**src/rtl/cordic_angle_unwrap.sv**
```systemverilog
// cordic_angle_unwrap: assembles a full-circle angle from the first-quadrant
// CORDIC angle plus quadrant index, unwraps it across 0/2pi into a turn
// counter and per-sample delta, and sums deltas over a fixed window.
module cordic_angle_unwrap #(
    parameter int unsigned W_TURN    = 16,
    parameter int unsigned WIN_LOG2  = 4,
    parameter int unsigned HALF_PI_Q = 51472
) (
    input  logic                             clk,
    input  logic                             rst,
    input  logic                             in_valid,
    input  logic signed [16:0]               theta_1st_quad,
    input  logic [1:0]                       quadrant,
    output logic                             out_valid,
    output logic [17:0]                      angle_out,
    output logic signed [18:0]               delta_out,
    output logic signed [W_TURN-1:0]         turn_cnt,
    output logic                             sat_flag,
    output logic                             speed_valid,
    output logic signed [19+WIN_LOG2-1:0]    speed_out
);

    localparam int unsigned ANG_W   = 18;
    localparam int unsigned DELTA_W = 19;
    localparam int unsigned SPD_W   = DELTA_W + WIN_LOG2;
    localparam int unsigned PI_Q    = 2 * HALF_PI_Q;
    localparam int unsigned TWO_PI  = 4 * HALF_PI_Q;

    localparam logic signed [16:0]        HALF_PI_TH = 17'(HALF_PI_Q);
    localparam logic [ANG_W-1:0]          TWO_PI_A   = ANG_W'(TWO_PI);
    localparam logic signed [DELTA_W-1:0] PI_D       = DELTA_W'(PI_Q);
    localparam logic signed [DELTA_W-1:0] TWO_PI_D   = DELTA_W'(TWO_PI);

    typedef enum logic {
        ST_FIRST = 1'b0,
        ST_RUN   = 1'b1
    } state_e;

    // stage-1 registers
    logic                      s1_valid_q, s1_valid_d;
    logic [ANG_W-1:0]          s1_angle_q, s1_angle_d;
    logic                      sat_flag_q, sat_flag_d;

    // stage-2 registers
    state_e                    state_q, state_d;
    logic [ANG_W-1:0]          prev_q, prev_d;
    logic signed [SPD_W-1:0]   acc_q, acc_d;
    logic [WIN_LOG2-1:0]       win_q, win_d;
    logic                      out_valid_q, out_valid_d;
    logic [ANG_W-1:0]          angle_q, angle_d;
    logic signed [DELTA_W-1:0] delta_q, delta_d;
    logic signed [W_TURN-1:0]  turn_q, turn_d;
    logic                      spd_valid_q, spd_valid_d;
    logic signed [SPD_W-1:0]   spd_q, spd_d;

    logic signed [16:0]        theta_cl;
    logic                      clamp;
    logic [ANG_W-1:0]          sum;
    logic signed [DELTA_W-1:0] raw;
    logic signed [DELTA_W-1:0] dnew;

    // Stage 1: clamp theta into [0, pi/2], build full angle, sticky clamp flag
    always_comb begin
        theta_cl   = theta_1st_quad;
        clamp      = 1'b0;
        sum        = '0;
        s1_valid_d = in_valid;
        s1_angle_d = s1_angle_q;
        sat_flag_d = sat_flag_q;
        if (theta_1st_quad < 17'sd0) begin
            theta_cl = '0;
            clamp    = 1'b1;
        end else if (theta_1st_quad > HALF_PI_TH) begin
            theta_cl = HALF_PI_TH;
            clamp    = 1'b1;
        end
        sum = ANG_W'(quadrant) * ANG_W'(HALF_PI_Q) + ANG_W'(unsigned'(theta_cl));
        if (in_valid) begin
            // only q=3 with theta=pi/2 lands on 2pi
            s1_angle_d = (sum >= TWO_PI_A) ? (sum - TWO_PI_A) : sum;
            if (clamp) begin
                sat_flag_d = 1'b1;
            end
        end
    end

    // Stage 2: unwrap FSM, turn counter, windowed speed sum
    always_comb begin
        state_d     = state_q;
        prev_d      = prev_q;
        acc_d       = acc_q;
        win_d       = win_q;
        out_valid_d = 1'b0;
        angle_d     = angle_q;
        delta_d     = delta_q;
        turn_d      = turn_q;
        spd_valid_d = 1'b0;
        spd_d       = spd_q;
        raw         = DELTA_W'(s1_angle_q) - DELTA_W'(prev_q);
        dnew        = raw;
        if (s1_valid_q) begin
            if (state_q == ST_FIRST) begin
                dnew = '0;
            end else if (raw > PI_D) begin
                dnew   = raw - TWO_PI_D;
                turn_d = turn_q - W_TURN'(1);
            end else if (raw < -PI_D) begin
                dnew   = raw + TWO_PI_D;
                turn_d = turn_q + W_TURN'(1);
            end
            state_d     = ST_RUN;
            prev_d      = s1_angle_q;
            out_valid_d = 1'b1;
            angle_d     = s1_angle_q;
            delta_d     = dnew;
            if (&win_q) begin
                spd_d       = acc_q + SPD_W'(dnew);
                spd_valid_d = 1'b1;
                acc_d       = '0;
                win_d       = '0;
            end else begin
                acc_d = acc_q + SPD_W'(dnew);
                win_d = win_q + WIN_LOG2'(1);
            end
        end
    end

    // State and output registers with synchronous reset
    always_ff @(posedge clk) begin
        if (rst) begin
            s1_valid_q  <= 1'b0;
            s1_angle_q  <= '0;
            sat_flag_q  <= 1'b0;
            state_q     <= ST_FIRST;
            prev_q      <= '0;
            acc_q       <= '0;
            win_q       <= '0;
            out_valid_q <= 1'b0;
            angle_q     <= '0;
            delta_q     <= '0;
            turn_q      <= '0;
            spd_valid_q <= 1'b0;
            spd_q       <= '0;
        end else begin
            s1_valid_q  <= s1_valid_d;
            s1_angle_q  <= s1_angle_d;
            sat_flag_q  <= sat_flag_d;
            state_q     <= state_d;
            prev_q      <= prev_d;
            acc_q       <= acc_d;
            win_q       <= win_d;
            out_valid_q <= out_valid_d;
            angle_q     <= angle_d;
            delta_q     <= delta_d;
            turn_q      <= turn_d;
            spd_valid_q <= spd_valid_d;
            spd_q       <= spd_d;
        end
    end

    assign out_valid   = out_valid_q;
    assign angle_out   = angle_q;
    assign delta_out   = delta_q;
    assign turn_cnt    = turn_q;
    assign sat_flag    = sat_flag_q;
    assign speed_valid = spd_valid_q;
    assign speed_out   = spd_q;

endmodule
```
**config.mk**
```make
export PLATFORM = sky130hd
export DESIGN_NAME = cordic_angle_unwrap
export DESIGN_NICKNAME = d
export VERILOG_FILES = /design/src/rtl/cordic_angle_unwrap.sv
export SDC_FILE = /design/constraint.sdc
export NUM_CORES = 1
export LEC_CHECK = 0
export ABC_AREA = 1
export ABC_CLOCK_PERIOD_IN_PS = 9800
export CAP_MARGIN = 20
export CORE_MARGIN = 5
export CORE_UTILIZATION = 55
export DETAILED_ROUTE_END_ITERATION = 10
export PLACE_DENSITY = 0.76
export REMOVE_ABC_BUFFERS = 1
export SYNTH_ARGS = -nofsm -noshare
export SYNTH_HDL_FRONTEND = slang
export SYNTH_SLANG_ARGS = --single-unit
```
**constraint.sdc**
```tcl
create_clock -name clk -period 9.8 [get_ports clk]
set_clock_uncertainty 0.05 [all_clocks]
set_input_delay 2.94 -clock clk [delete_from_list [all_inputs] [get_ports clk]]
set_output_delay 2.94 -clock clk [all_outputs]
set_load 0.005 [all_outputs]
```
* Yosys cells after proc, flatten, opt, wreduce, memory -nomap -nowiden
Cells that the tools add are included.
Word-level totals: input port bits 22, flip-flop bits (word level) 126
Cells by class: reductions and logical operators 6, $lt $le $gt $ge 5, multiplexer cells 15, multiply operators 1, add/sub/neg operators 9, bitwise logic cells 1
Operators with widths (count):
- two-way mux 19 bit | 4
- two-way mux 17 bit | 2
- two-way mux 16 bit | 2
- adder 23 x 19 -> 23 bit | 1
- two-way mux 23 bit | 1
- adder 19 bit (second input constant) | 1
- greater-than comparator 19 x 18 -> 1 bit (second input constant) | 1
- < comparator 19 x 18 -> 1 bit (second input constant) | 1
- subtractor 18 x 18 -> 19 bit | 1
- subtractor 19 bit (second input constant) | 1
- adder 18 x 17 -> 18 bit | 1
- greater-or-equal comparator 18 bit (second input constant) | 1
- two-way mux 18 bit | 1
- subtractor 18 bit (second input constant) | 1
- greater-than comparator 17 bit (second input constant) | 1
- < comparator 17 x 1 -> 1 bit (second input constant) | 1
- adder 16 x 2 -> 16 bit (second input constant) | 1
- subtractor 16 x 2 -> 16 bit (second input constant) | 1
- multiplier 2 x 12 -> 14 bit (second input constant) | 1
- AND reduction 5 bit | 1
- adder 4 x 1 -> 4 bit (second input constant) | 1
- two-way mux 1 bit | 4
- two-way mux 4 bit | 1
- AND reduction 4 bit | 1
- other kinds (5) | 5

* Longest topological paths before layout
Gate-level depths: netlist (run 1).
word-level depth 8, mapped depth 39, gate-level depth less buffers 38

* Worst setup path before layout (run 1)
No wires, ideal clock.
path type input to register, from input port theta_1st_quad[13], to register s1_angle_q[9], data required time 9633 ps, path slack 4059 ps, stages on the path 23, buffers on the path 1, setup time 117 ps, arrival time 5574 ps, cell sequence nor2_1 nand2_1 nor2_1 nand2_1 nand3_2 nand2_1 inv_1 nand2_1 fa_1 inv_1 nand4_2 nor2_2 xor2_1 nand3_1 nand2_1 nand3_1 nand2_2 nand3_4 buf_6 nand3b_1 nand2_1 a21oi_1 nor2_1
On the way: word-level cells in the longest chain between the ends 6, elaborated cells between the ends (all ways) 8, those cells by class add/sub (2); order compare (3); mux (3)
RTL lines:
- start: declaration | line 12 | input logic signed [16:0] theta_1st_quad,
- greater-than comparator 17 bit | line 73 | end else if (theta_1st_quad > HALF_PI_TH) begin
- two-way mux 17 bit | line 73
- two-way mux 17 bit (*) | line 70 | if (theta_1st_quad < 17'sd0) begin
- adder 18 x 17 -> 18 bit (*) | line 77 | sum = ANG_W'(quadrant) * ANG_W'(HALF_PI_Q) + ANG_W'(unsigned'(theta_cl));
- subtractor 18 bit or greater-or-equal comparator 18 bit (tied branches) | line 80 | s1_angle_d = (sum >= TWO_PI_A) ? (sum - TWO_PI_A) : sum;
- two-way mux 18 bit (*) | line 80
- end signal: assignment | line 146 | s1_angle_q <= s1_angle_d;
- end: declaration | line 41 | logic [ANG_W-1:0] s1_angle_q, s1_angle_d;
Every way passes the cells marked *; elsewhere a longest branch is shown, timed or not. A chain may end at the register's enable or synchronous reset.

* Worst setup path in the final report (run 1)
from input port theta_1st_quad[16], to register s1_angle_q[17]
Same word-level chain as after synthesis.

==> results of run 1 <==
## worst min path at each step
stage              start        end  slack (ns)  cells past startpoint
6_report        sat_flag   sat_flag        0.40                      2
5_1_grt         sat_flag   sat_flag        0.43                      2
4_1_cts         sat_flag   sat_flag        0.41                      2
3_5_place_dp    sat_flag   sat_flag        0.40                      2
3_3_place_gp    sat_flag   sat_flag        0.40                      2
2_1_floorplan  acc_q[22]  acc_q[22]        0.39                      2
## power by group through the flow
stage               clock network (mW)  logic, mW  registers (mW)
floorplan                            0      0.604           0.567
global placement                     0      0.782           0.569
detailed placement                   0      0.794           0.569
CTS                              0.621      0.801           0.558
global route                     0.647      0.909           0.562
finish                           0.614      0.804           0.559
## metal layers
metal	part of all wire, %	GRT usage [%]	routed length [um]
met1	44	30.1	10800
met2	49	44.4	11900
met3	4.5	3.77	1090
met4	2.2	8.36	529
met5	0	0	0
## stage by stage
step           hold slack (ns)  area, um^2
6_report                 0.404       10900
5_1_grt                  0.430       10900
4_1_cts                  0.409       10900
3_5_place_dp             0.400       10300
3_3_place_gp             0.399       10300
2_1_floorplan            0.389        9030
## logic make-up after synthesis
kind of cell | Yosys count | share of synthesized area, %
simple gates | 634 | 29.5
compound gates | 298 | 17.3
buf+inv | 221 | 9.58
flops | 126 | 27.3
fa+ha+maj | 74 | 10.3
xor+xnor | 58 | 5.94
## state kept, by name, summed over array words and instances, names as in the netlist
register,cells
acc_q,23
angle_out,18
delta_out,19
out_valid,1
s1_angle_q,18
s1_valid_q,1
sat_flag,1
speed_out,23
speed_valid,1
state_q,1
turn_cnt,16
win_q,4
## layout make-up
cell class                 instances  area, um^2  share of cell area [%]
clock buffer                      18         439                    4.03
clock inverter                    14         130                    1.19
inverter                         177         672                    6.16
multi-input combinational       1064        5840                    53.5
sequential                       126        2520                    23.1
tap                              220         275                    2.52
timing repair buffer             105        1030                    9.47
## critical path, delay by kind of cell
kind                     cells  cell delay (ns)
AND/OR/NAND/NOR             13             1.70
adder cells (fa/ha/maj)      2             0.45
buffers and inverters        6             1.09
AO/OA/AOI/OAI                4             0.72
## layout by cell type, fill, tap and decap left out, types with 6 or more instances in the layout
cell	synthesis	routed
xor2_1	39	39
a21oi_1	153	153
clkdlybuf4s50_1	0	99
nand2_2	9	9
ha_1	70	70
nand3b_1	11	11
nand4_1	17	17
nor3_1	13	13
xnor2_1	15	15
nor2_1	151	151
a21oi_2	6	6
nand3_1	93	93
dfxtp_1	126	126
o21ai_1	9	9
inv_6	0	6
inv_1	169	168
nand2_1	320	320
clkbuf_16	0	17
o21ai_0	98	98
==> key figures, run 1 <==
Yosys
  – Synth Register Bits: 126
  – Synthesized area per cell: 6.55 um^2
  – Top-area cell type share of the netlist area: 27.3%
  – Ys async rst share: 0%
  – Post-synth EDFFs: 0
  – Primary FF master, synth: dfxtp_1
  – Yosys warns: 0
  – Post-Syn Instances: 1,411
  – Synthesized area: 9250 um^2
  – Synth unique cells: 54
  – Post-synth top cells: nand2_1 (320), inv_1 (169), a21oi_1 (153), nor2_1 (151), dfxtp_1 (126)
  – Most common cell in the netlist: nand2_1
  – Register area share after synthesis: 27.3%
  – Largest area contributor in the netlist: dfxtp_1
  – Top post-synthesis cells by area: dfxtp_1 (27%), nand2_1 (13%), ha_1 (9.5%)

Place
  – GP Congestion: 0.996
  – Dpl cells: 1,692
  – Port Buffer Count: 100
  – Dpl hpwl: 18,300 um
  – Setup WS pre-CTS: 2.80 ns

Floorplanning
  – Die width: 140 um
  – Starting Density: 56.0%
  – Core Region: 16,500 um^2
  – Die Span Y: 140 um
  – Placement Rows: 47
  – Die area: 19,500 um^2
  – # IOs: 101

Clock tree
  – Number of setup buffers added after CTS: 0
  – CTS H-tree lvls: 4
  – Clock Latency Late Sink: 0.43 ns
  – Clk slew on worst S/H paths: 0.06 ns
  – CTS tree: built
  – # resized after CTS: 0
  – CTS Hold Bufs: 0
  – Root Buffer: clkbuf_16
  – Clock tree buffer depth: 2
  – Cts bufs inserted: 17
  – CTS Sinks: 126

Timing
  – Final Hold Vio Count: 0
  – Final slew viol count: 0
  – Max-slew headroom: 43.1%
  – RSZ-0062 raised after global routing: false
  – Period utilisation layout: 68.1%
  – Setup violators final: 0
  – Fin worst setup slack: 3.13 ns
  – Max Freq: 150 MHz
  – Period minus WS final: 6.67 ns
  – Setup TNS Final: 0 ns
  – Worst Tran Pin Value: 0.852 ns

Cells and area
  – Layout cell share with drive strength beyond 1: 5.32%
  – Final core occ: 66.0%
  – ANT cells: 0
  – Finished Layout Cells: 1,724
  – Area grow syn2layout: 18.0%
  – Fillers: 1,503
  – # nets final: 1,587

Critical path
  – R2R depth: 36
  – Crit Path Max Fanout: 14
  – Worst Setup SP: theta_1st_quad[16]
  – R2R Setup Slk: 3.39 ns
  – Reg2reg start: s1_angle_q[0]
  – CP endpoint kind: flip-flop
  – CP endpoint: s1_angle_q[17]
  – Critical Path Max Stage Delay: 0.46 ns
  – CP startpoint kind: primary input
  – Critical path required time: 10.03 ns
  – Reg-to-reg critical path endpoint: speed_out[20]
  – Slowest cell on crit path: clkdlybuf4s50_1
  – Critical path arrival: 6.90 ns
  – CP Class: in -> reg

Drt
  – Residual DRC: 0
  – Drt total wl: 24,300 um
  – Via count: 9,235
  – Post-route antenna net violation count: 0
  – Drt wl/cell: 14.1 um
  – Pre-antenna DRT Iters: 5
  – Iter 0 DRT Violations: 572
  – Via density: 5.36

Pwr
  – Overall Power: 1.98 mW
  – Worst vdd ir: 158 uV
  – P_int: 1.18 mW
  – Sw power: 0.799 mW
  – Clock share of power: 31.1%
  – Logic gate share of total power: 40.7%
  – Reg power frac: 28.2%
  – Pwr dens: 181 nW/um^2
  – Sw Ratio: 40.4%
  – Pleak: 5.21 nW

Global route
  – First-pass GRT wire length: 41,000 um
  – Vias in the first global route: 8,697
  – Initial antenna violation count: 0
  – Pin count of the biggest net entering global routing: 66
  – Tot GR Track Use: 24.7%
  – Gr ovfl total: 0

Run status
  – Status: finished, final reports clean

Hold path
  – Hold WC Path Type: reg -> reg

Job
  – Max_cap viols: 0
(Power assumes the default switching activity.)
==> run 2: changes to the inputs <==
ABC_CLOCK_PERIOD_IN_PS = 6150   (was 9800)
clock period = 6.15 ns   (was 9.8 ns; I/O delays follow)
==> key figures, run 2 (synthesis results as in run 1) <==
Cells and area
  – ANT cells: 0 (unchanged)
  – Most common library cell in the layout ignoring fill and taps: nand2_1
  – Area grow syn2layout: 18.4%
  – Layout cell share with drive strength beyond 1: 5.64% (+0.32 points)
  – Final core occ: 66.3% (+0.23 points)
  – Finished Layout Cells: 1,727 (+0.17%)
  – Most frequent cells in the layout: nand2_1 (320), inv_1 (168), a21oi_1 (152), nor2_1 (151), dfxtp_1 (126)
  – # nets final: 1,590 (+0.19%)

Global route
  – First-pass GRT wire length: 40,300 um (-1.6%)
  – M1 GR Usage: 29.9% (-0.20 points)
  – Gr ovfl total: 0 (unchanged)
  – Met3 usage: 3.09% (-0.69 points)
  – Vias in the first global route: 8,679 (-0.21%)
  – Tot GR Track Use: 24.5% (-0.22 points)
  – Met2 usage: 44.5% (+0.10 points)
  – Initial antenna violation count: 0 (unchanged)
  – Pin count of the biggest net entering global routing: 66 (unchanged)
  – Busiest layer in global routing: met2

Critical path
  – CP bufs+invs: 6 (unchanged)
  – CP startpoint kind: flip-flop
  – CP Class: reg -> reg
  – Reg2reg start: s1_angle_q[0]
  – CP top delay family: compound AO/OA/AOI/OAI gates
  – R2R Setup Slk: 0.54 ns (-2.85 ns)
  – Worst Setup SP: s1_angle_q[0]
  – CP endpoint kind: flip-flop
  – Critical Path Max Stage Delay: 0.40 ns (-0.06 ns)
  – Cell mode on critical path: nand2_1
  – Critical path arrival: 5.94 ns (-0.96 ns)
  – Critical path required time: 6.48 ns (-3.55 ns)
  – Crit Path Max Fanout: 10 (-4)
  – Slowest cell on crit path: fa_1

Clock tree
  – Clk slew on worst S/H paths: 0.06 ns (about the same)
  – CTS tree: built
  – Cts bufs inserted: 17 (unchanged)
  – CTS H-tree lvls: 4 (unchanged)
  – Clock tree buffer depth: 2 (unchanged)
  – Root Buffer: clkbuf_16
  – Clock Latency Late Sink: 0.43 ns (about the same)
  – Number of setup buffers added after CTS: 0 (unchanged)
  – CTS Sinks: 126 (unchanged)

Drt
  – Drt wl/cell: 13.9 um (-0.95%)
  – Via count: 9,201 (-0.37%)
  – Via density: 5.33 (-0.54%)
  – Post-route antenna net violation count: 0 (unchanged)
  – Residual DRC: 0 (unchanged)
  – Iter 0 DRT Violations: 454 (-21%)
  – Pre-antenna DRT Iters: 4 (-1)
  – Drt total wl: 24,100 um (-0.78%)

Timing
  – Setup violators final: 0 (unchanged)
  – Worst Tran Pin Value: 0.901 ns (+0.0483 ns)
  – Final Hold Vio Count: 0 (unchanged)
  – Period minus WS final: 5.61 ns
  – Max-slew headroom: 39.9% (-3.2 points)
  – Max Freq: 178 MHz
  – Period utilisation layout: 91.3%
  – Final slew viol count: 0 (unchanged)
  – Fin worst setup slack: 0.536 ns (-2.59 ns)

Floorplanning
  – Core Region: 16,500 um^2 (unchanged)
  – Die width: 140 um (unchanged)
  – Die Span Y: 140 um (unchanged)
  – Starting Density: 56.0% (unchanged)
  – # IOs: 101 (unchanged)
  – Placement Rows: 47 (unchanged)
  – Die area: 19,500 um^2 (unchanged)

Hold path
  – Worst Min Path Start: sat_flag
  – Hold WC Path Type: reg -> reg

Pwr
  – Pwr dens: 289 nW/um^2 (+60%)
  – Worst vdd ir: 232 uV (+46%)
  – Pleak: 5.22 nW (+0.16%)

Place
  – Port Buffer Count: 100 (unchanged)
  – Setup WS pre-CTS: 0.227 ns (-2.58 ns)
  – GP Congestion: 0.979 (-1.7%)
  – Dpl hpwl: 18,100 um (-0.80%)
  – Dpl cells: 1,695 (+0.18%)

Job
  – Max_cap viols: 0 (unchanged)

Run status
  – Status: finished, final reports clean
==> run 2: cell types whose count changed in the layout (fill, tap and decap cells not counted), sizes merged <==
cell / previous run / this run
clkinvlp: 2 / 4
buf: 6 / 9
inv: 180 / 178
==> run 2: path summary, 6_finish.rpt <==
path,to,depth (start not counted)
setup / recovery,speed_out[20],36
hold / removal,sat_flag,2
setup reg to reg,speed_out[20],36
hold reg to reg,sat_flag,2
==> run 2: metrics by stage <==
| step | TNS (ns) | power, mW | area (um^2) | hold slack [ns] |
|---|---|---|---|---|
| CTS | 0 | 3.17 | 10900 | 0.413 |
| global placement | 0 | 2.16 | 10400 | 0.396 |
| global route | -0.0159 | 3.39 | 10900 | 0.418 |
| detailed placement | 0 | 2.18 | 10400 | 0.404 |
| finish | 0 | 3.17 | 10900 | 0.405 |
| floorplan | 0 | 1.86 | 9030 | 0.389 |
==> run 2: metal layers <==
layer,vias to the layer above,share of wire (%)
met3,36,3.8
met2,183,49
met1,4195,45
met5,-,0
met4,0,1.8
li1,4787,-
==> run 2: cell type report <==
class / count / area [um^2]
multi-input combinational: 1064 / 5850
fill: 1511 / 5580
sequential: 126 / 2520
timing repair buffer: 108 / 1060
inverter: 177 / 672
clock buffer: 18 / 439
tap: 220 / 275
clock inverter: 14 / 134
==> run 2: repair_timing <==
item,in CTS,in global routing
setup endpoints to repair,0,5
gates resized for setup,0,4
hold buffers,0,0
hold endpoints to repair,0,0
==> run 2: power breakdown <==
part	total (mW)	switching, mW	internal, mW
sequential	0.889	0.0305	0.859
combinational	1.29	0.834	0.457
clock	0.985	0.413	0.572
==> run 2: worst register-to-register path, delay by kind of cell (launching register included) <==
kind,cells,cell delay [ns]
adder cells (fa/ha/maj),4,1.10
AND/OR/NAND/NOR,15,1.45
AO/OA/AOI/OAI,10,1.82
buffers and inverters,6,0.53
flip-flops,1,0.30
XOR/XNOR,1,0.28
